<file path="config.mk">
export PLATFORM = sky130hd
export DESIGN_NAME = y86_serial_addsub
export DESIGN_NICKNAME = d
export VERILOG_FILES = /design/src/rtl/y86_serial_addsub.sv
export SDC_FILE = /design/constraint.sdc
export NUM_CORES = 1
export LEC_CHECK = 0
export BUFFER_PORTS_ARGS = -buffer_cell sky130_fd_sc_hd__buf_2
export CAP_MARGIN = 10
export CORE_MARGIN = 2
export CORE_UTILIZATION = 31
export CTS_BUF_LIST = sky130_fd_sc_hd__clkbuf_4 sky130_fd_sc_hd__clkbuf_8 sky130_fd_sc_hd__clkbuf_16
export DETAILED_ROUTE_END_ITERATION = 10
export SYNTH_ARGS = -nofsm -noshare
export SYNTH_HDL_FRONTEND = slang
export SYNTH_SLANG_ARGS = --single-unit
</file>
<file path="constraint.sdc">
create_clock -name clk -period 4.1 [get_ports clk]
set_input_delay 0.615 -clock clk [delete_from_list [all_inputs] [get_ports clk]]
set_output_delay 0.615 -clock clk [all_outputs]
set_load 0.01 [all_outputs]
</file>
<file path="src/rtl/y86_serial_addsub.sv">
// Digit-serial add/subtract unit for the Y86 execute stage: processes DIGIT bits per clock,
// LSB digit first, and reports the sum plus ZF/SF/OF over valid/ready handshakes.
module y86_serial_addsub #(
    parameter int WIDTH = 64,
    parameter int DIGIT = 8
) (
    input  logic             clk,
    input  logic             rst_n,
    input  logic             req_valid,
    output logic             req_ready,
    input  logic             op,
    input  logic [WIDTH-1:0] a,
    input  logic [WIDTH-1:0] b,
    input  logic             abort,
    output logic             rsp_valid,
    input  logic             rsp_ready,
    output logic [WIDTH-1:0] result,
    output logic             zf,
    output logic             sf,
    output logic             of
);
    localparam int NDIG = WIDTH / DIGIT;
    localparam int CW   = (NDIG > 1) ? $clog2(NDIG) : 1;
    localparam int IW   = (WIDTH > 1) ? $clog2(WIDTH) : 1;
    localparam logic [CW-1:0] LAST = CW'(NDIG - 1);

    localparam logic [1:0] IDLE = 2'd0;
    localparam logic [1:0] RUN  = 2'd1;
    localparam logic [1:0] DONE = 2'd2;

    logic [1:0]       state_r;
    logic [WIDTH-1:0] a_r;
    logic [WIDTH-1:0] b_r;
    logic [WIDTH-1:0] result_r;
    logic             carry_r;
    logic [CW-1:0]    cnt_r;
    logic             zf_r;
    logic             sf_r;
    logic             of_r;

    logic [IW-1:0]    idx_s;
    logic [DIGIT:0]   dsum_s;
    logic [WIDTH-1:0] res_nx_s;
    logic             of_nx_s;

    // One digit of the ripple sum; b_r already holds ~b for subtraction so the
    // overflow rule collapses to "operands agree in sign, result disagrees".
    always_comb begin
        idx_s    = IW'(int'(cnt_r) * DIGIT);
        dsum_s   = {1'b0, a_r[idx_s +: DIGIT]} + {1'b0, b_r[idx_s +: DIGIT]}
                 + {{DIGIT{1'b0}}, carry_r};
        res_nx_s = result_r;
        res_nx_s[idx_s +: DIGIT] = dsum_s[DIGIT-1:0];
        of_nx_s  = (a_r[WIDTH-1] == b_r[WIDTH-1]) && (res_nx_s[WIDTH-1] != a_r[WIDTH-1]);
    end

    // Control FSM, operand latches, digit accumulation and flag capture.
    always_ff @(posedge clk or negedge rst_n) begin
        if (!rst_n) begin
            state_r  <= IDLE;
            a_r      <= {WIDTH{1'b0}};
            b_r      <= {WIDTH{1'b0}};
            result_r <= {WIDTH{1'b0}};
            carry_r  <= 1'b0;
            cnt_r    <= {CW{1'b0}};
            zf_r     <= 1'b0;
            sf_r     <= 1'b0;
            of_r     <= 1'b0;
        end else begin
            case (state_r)
                IDLE: begin
                    if (req_valid) begin
                        a_r     <= a;
                        b_r     <= op ? ~b : b;
                        carry_r <= op;
                        cnt_r   <= {CW{1'b0}};
                        state_r <= RUN;
                    end
                end
                RUN: begin
                    if (abort) begin
                        state_r <= IDLE;
                    end else begin
                        result_r <= res_nx_s;
                        carry_r  <= dsum_s[DIGIT];
                        if (cnt_r == LAST) begin
                            cnt_r   <= {CW{1'b0}};
                            zf_r    <= (res_nx_s == {WIDTH{1'b0}});
                            sf_r    <= res_nx_s[WIDTH-1];
                            of_r    <= of_nx_s;
                            state_r <= DONE;
                        end else begin
                            cnt_r <= cnt_r + {{(CW-1){1'b0}}, 1'b1};
                        end
                    end
                end
                DONE: begin
                    if (abort || rsp_ready) begin
                        state_r <= IDLE;
                    end
                end
                default: state_r <= IDLE;
            endcase
        end
    end

    assign req_ready = (state_r == IDLE);
    assign rsp_valid = (state_r == DONE);
    assign result    = result_r;
    assign zf        = zf_r;
    assign sf        = sf_r;
    assign of        = of_r;
endmodule

</file>
=== After elaboration in Yosys (flattened, before gate mapping) ===
Index checks and enable logic that the tools add are counted.

* Flip-flop bits (word level): 201

* Muxes and demuxes: 14
* Equal/unequal tests: 9
* Reductions and logical operators: 10
* Bitwise operators: 2
* Add/sub/neg operators: 4
* Shifts and indexed selects: 4

{| class="wikitable"
|+ Operators with widths
! cell !! count
|-
| indexed part select 64 x 7 -> 8 bit || 2
|-
| bitwise mux 64 bit || 1
|-
| zero test 64 bit || 1
|-
| 2-to-1 mux 64 bit || 1
|-
| inverter 64 bit || 1
|-
| variable shift 8 x 8 -> 64 bit, first input constant || 1
|-
| indexed part select 8 x 8 -> 64 bit || 1
|-
| adder 8 x 8 -> 9 bit || 1
|-
| adder 9 x 1 -> 9 bit || 1
|-
| 2-to-1 mux 3 bit || 3
|-
| AND reduction 3 bit || 3
|-
| 2-to-1 mux 2 bit || 4
|-
| negator 6 -> 8 bit || 1
|-
| case mux 2 bit (3 select lines) || 1
|-
| case mux 3 bit (2 select lines) || 1
|-
| inequality test 2 bit, second input constant || 2
|-
| AND reduction 2 bit || 2
|-
| adder 3 x 1 -> 3 bit, second input constant || 1
|-
| equality test 3 bit, second input constant || 1
|-
| inequality test 3 bit, second input constant || 1
|-
| equality test 2 x 1 -> 1 bit, second input constant || 1
|-
| equality test 2 bit, second input constant || 1
|-
| zero test 2 bit || 1
|-
| 2-to-1 mux 1 bit || 2
|-
| other kinds (8) || 8
|}

=== Logic depth before layout (Yosys ltp) ===
* Depth after elaboration: 7
* Gate-level depth with buffers: 17
* Depth with buffers taken out: 13

=== Least setup slack after synthesis ===
OpenSTA, ideal clock, no wires.

* Kind: reg2reg
* Start point: register cnt_r[0]
* End point: register zf_r, in the netlist zf
* Path slack: 0.016 ns
* Stages on the path, launching flop included: 17
* Required time: 4.033 ns
* Path buffers: 3
* Library setup time: 0.067 ns
* Arrival time: 4.017 ns
* Path through: dfrtp_1 > clkbuf_1 > buf_1 > buf_2 > mux4_2 > nand2_1 > nand2_1 > fa_1 > inv_1 > fa_1 > nand2b_1 > a21oi_1 > xnor2_1 > a21oi_1 > a2111oi_0 > nand4_1 > nand2_1

* Cells in the longest elaborated chain, start to end: 6

{| class="wikitable"
|+ Ends and longest elaborated chain
! what !! RTL line !! source
|-
| from (decl) || 36 || <nowiki>logic [CW-1:0] cnt_r;</nowiki>
|-
| from (signal assigned) || 65 || <nowiki>cnt_r <= {CW{1'b0}};</nowiki>
|-
| from (signal assigned) || 76 || <nowiki>cnt_r <= {CW{1'b0}};</nowiki>
|-
| from (signal assigned) || 87 || <nowiki>cnt_r <= {CW{1'b0}};</nowiki>
|-
| indexed part select 64 x 7 -> 8 bit || 50 || <nowiki>dsum_s = {1'b0, a_r[idx_s +: DIGIT]} + {1'b0, b_r[idx_s +: DIGIT]}</nowiki>
|-
| adder 8 x 8 -> 9 bit || 50 ||
|-
| adder 9 x 1 -> 9 bit || 51 || <nowiki>+ {{DIGIT{1'b0}}, carry_r};</nowiki>
|-
| indexed part select 8 x 8 -> 64 bit || 53 || <nowiki>res_nx_s[idx_s +: DIGIT] = dsum_s[DIGIT-1:0];</nowiki>
|-
| bitwise mux 64 bit || 53 ||
|-
| zero test 64 bit || 88 || <nowiki>zf_r <= (res_nx_s == {WIDTH{1'b0}});</nowiki>
|-
| to (signal assigned) || 88 ||
|-
| to (decl) || 37 || <nowiki>logic zf_r;</nowiki>
|}

Parallel ways exist; a longest one is shown, timed or not.
A chain may end at the register's enable or synchronous reset.

=== Worst setup path after layout ===
Same ends and word-level chain as after synthesis.

==> metrics.txt <==
minimum clock period after layout=3.73 ns; vias in the first global route=7597; commonest non-fill, non-tap cell in the layout=buf_2; GRT Overall Usage=16.8%; status=finished clean; WP data required=4.56 ns; Rel. slew slack=around a third; final design utilization=38.6%; n_diodes=0; Worst Max-Slew Pin Slew=~0.99 ns; drt total wl=28600 um; Netlist Area Pre-Place=approximately 10000 um2; Port-buffer cells=~200; routed length per instance=approximately 18 um; worst-path fanout max=12; Top cell by count, worst path=nand2_1; global-route wire length before repair=43800 um; CTS resizes=0; Die W=184 um; asr flop ratio synth=100%; CP top delay family=compound AO/OA/AOI/OAI gates; Post-DRT Antenna Nets=0; H-tree depth=1; final hold slack=about 0.17 ns; share of layout cells above drive strength 1=33.5%; worst hold path type=in2async; NetSw=about 0.0037 W; initial antenna violation count=0; critical path capture point type=register; Buf/Inv on CP=1; DIE HEIGHT=184 um; Internal=0.00543 W; clock net sink count=201; worst path arrival time=4.19 ns; Initial Utilization=31.2%; NumNets Final=between 1000 and 1500; GR Overflow Total=0; Yosys cell types=between 50 and 60; clk_skew=0.0165 ns; CP Class=reg2reg; most frequent cells in the layout=buf_2, dfrtp_1, nand2_1; row count=66; peak supply drop=0.537 mV; pwr dens=about 730 nW/um2; maxcap violations=0; largest net degree at the start of global routing=99; clk_lat worst skew=0.52 ns; highest-delay cell along the critical path=dfrtp_2; synth warn=0; TNS Setup=0 ns; io pins=about 200; Max Clock Freq=0.268 GHz; CP cell instances=mux4_2, nand2_1, nand2_1, fa_1, inv_1, fa_1, nand2b_1, a21oi_1, xnor2_1, a21oi_1, a2111oi_0, nand4_1, nand2_1; GPL Wtd Cong=~0.9; Top FF cell, synth=dfrtp_1; Setup-failing EPs final=0; Placed Cells=1538; Mapped Nets=1090; routed vias=7746; Clk pwr share=around a quarter; Switching Share=40.5%; TritonCTS clock tree=built; Comb pwr share=44.4%; Initial DRC Count=501; leakage power=around 5.5 nW; DRC=0; vias per cell=a little under 5; Seq pwr share=30.3%; Syn Inst Count=940; die area=between 30000 and 40000 um2; Avg Inst Size Synth=10.7 um2; flops & latches, synth=201; fillcell total=3241; CTS buffer count=24; Pre-antenna DRT Iters=5; Layout area overhead=23.5%; clock-pin transition on the worst setup and hold timing paths=about 0.060 ns; RSZ-0062 raised after global routing=no; Slowest Stage Delay on Critical Path=a little under 0.6 ns; register area share after synthesis=49.9%; Root Buffer Master=clkbuf_16; fin. max-slew vios=0; crit start category=register; HPWL after DPL=20800 um; period utilization=just over 90%; Final Non-Filler Cells=1582; post-CTS setup buffers=0; number of flops mapped to enable cells by yosys=0; cts hold-fix bufs=0; maximum root-to-sink buffer count=3; Core Region=32300 um2; endpoints failing hold=0
synthesized netlist by cell type, types with 3 or more instances:
| master | number | area share, % |
|---|---|---|
| dfrtp_1 | 201 | 50 |
| nand2_1 | 125 | 4.7 |
| nor2_1 | 89 | 3.3 |
| a21oi_1 | 77 | 3.8 |
| mux2_2 | 68 | 7.6 |
| xnor2_1 | 67 | 5.8 |
| clkbuf_1 | 52 | 1.9 |
| o31ai_1 | 38 | 2.8 |
| o21ai_0 | 37 | 1.8 |
| mux4_2 | 32 | 7.1 |
| ha_1 | 14 | 1.7 |
| inv_1 | 14 | 0.52 |
| nor3_1 | 11 | 0.55 |
| buf_1 | 10 | 0.37 |
| or2_2 | 8 | 0.50 |
| or3_1 | 8 | 0.50 |
| nand3_1 | 7 | 0.35 |
| nor4_1 | 6 | 0.37 |
| a211oi_1 | 4 | 0.30 |
| nand4_1 | 4 | 0.25 |
| o2111ai_1 | 4 | 0.35 |
| o22ai_1 | 4 | 0.25 |
| a2111oi_0 | 3 | 0.26 |
| a22oi_1 | 3 | 0.22 |
| and2_1 | 3 | 0.19 |
| nand3b_1 | 3 | 0.22 |
| nor2b_1 | 3 | 0.19 |
| o311a_1 | 3 | 0.30 |
worst paths after layout:
kind	startpoint	endpoint	slack, ns	cells past startpoint
max	cnt_r[0]	zf	0.37	13
min	rst_n	result[8]	0.17	1
max reg2reg	cnt_r[0]	zf	0.37	13
min reg2reg	result[1]	result[1]	0.50	2
max in group asynchronous	rst_n	cnt_r[0]	3.03	2
min in group clk	a[6]	a_r[6]	0.32	2
metrics by stage:
stage / total power, W / setup slack, ns / cell area, um2
floorplan: 0.00523 / 0.0162 / 10100
global placement: 0.00676 / 0.539 / 11600
global route: 0.00964 / 0.128 / 12500
CTS: 0.00917 / 0.380 / 12500
finish: 0.00912 / 0.372 / 12500
detailed placement: 0.00684 / 0.389 / 11600
power by group through the flow:
stage               Combinational, W  Sequential, W  Clock, W
finish                       0.00406        0.00277   0.00230
global route                 0.00437        0.00283   0.00244
CTS                          0.00404        0.00278   0.00235
detailed placement           0.00402        0.00281         0
global placement             0.00396        0.00280         0
floorplan                    0.00251        0.00271         0
kinds of logic after synthesis:
logic type               after synthesis  share of synthesized area, %
flip-flops                           201                          49.9
buffers and inverters                 81                          3.19
AO/OA/AOI/OAI                        194                          11.9
XOR/XNOR                              68                          5.91
multiplexers                         101                          14.8
AND/OR/NAND/NOR                      279                          12.1
adder cells (fa/ha/maj)               16                          2.14
final cells by class:
type | instances | area (um2) | share of cell area (%)
clock buffers | 33 | 723 | 5.81
well taps | 442 | 553 | 4.44
multi-input cells | 658 | 4740 | 38.0
repair buffers | 222 | 1210 | 9.72
inverters | 15 | 56.3 | 0.452
flip-flops and latches | 201 | 5030 | 40.4
clock inverters | 11 | 143 | 1.15
per-layer routing:
| metal | vias to the layer above | GRT usage [%] | share of wire (%) |
|---|---|---|---|
| met1 | 3724 | 23.2 | 45 |
| met4 | 0 | 5.31 | 3.1 |
| li1 | 3705 | - | - |
| met2 | 270 | 26.8 | 46 |
| met5 | - | 0 | 0 |
| met3 | 47 | 2.92 | 6.1 |
registers in the layout (all words and copies together), names as in the netlist:
signal / count
a_r: 64
b_r: 64
result: 64
cnt_r: 3
state_r: 2
carry_r: 1
of: 1
sf: 1
zf: 1
No activity file was read; power rests on OpenSTA's default activity.
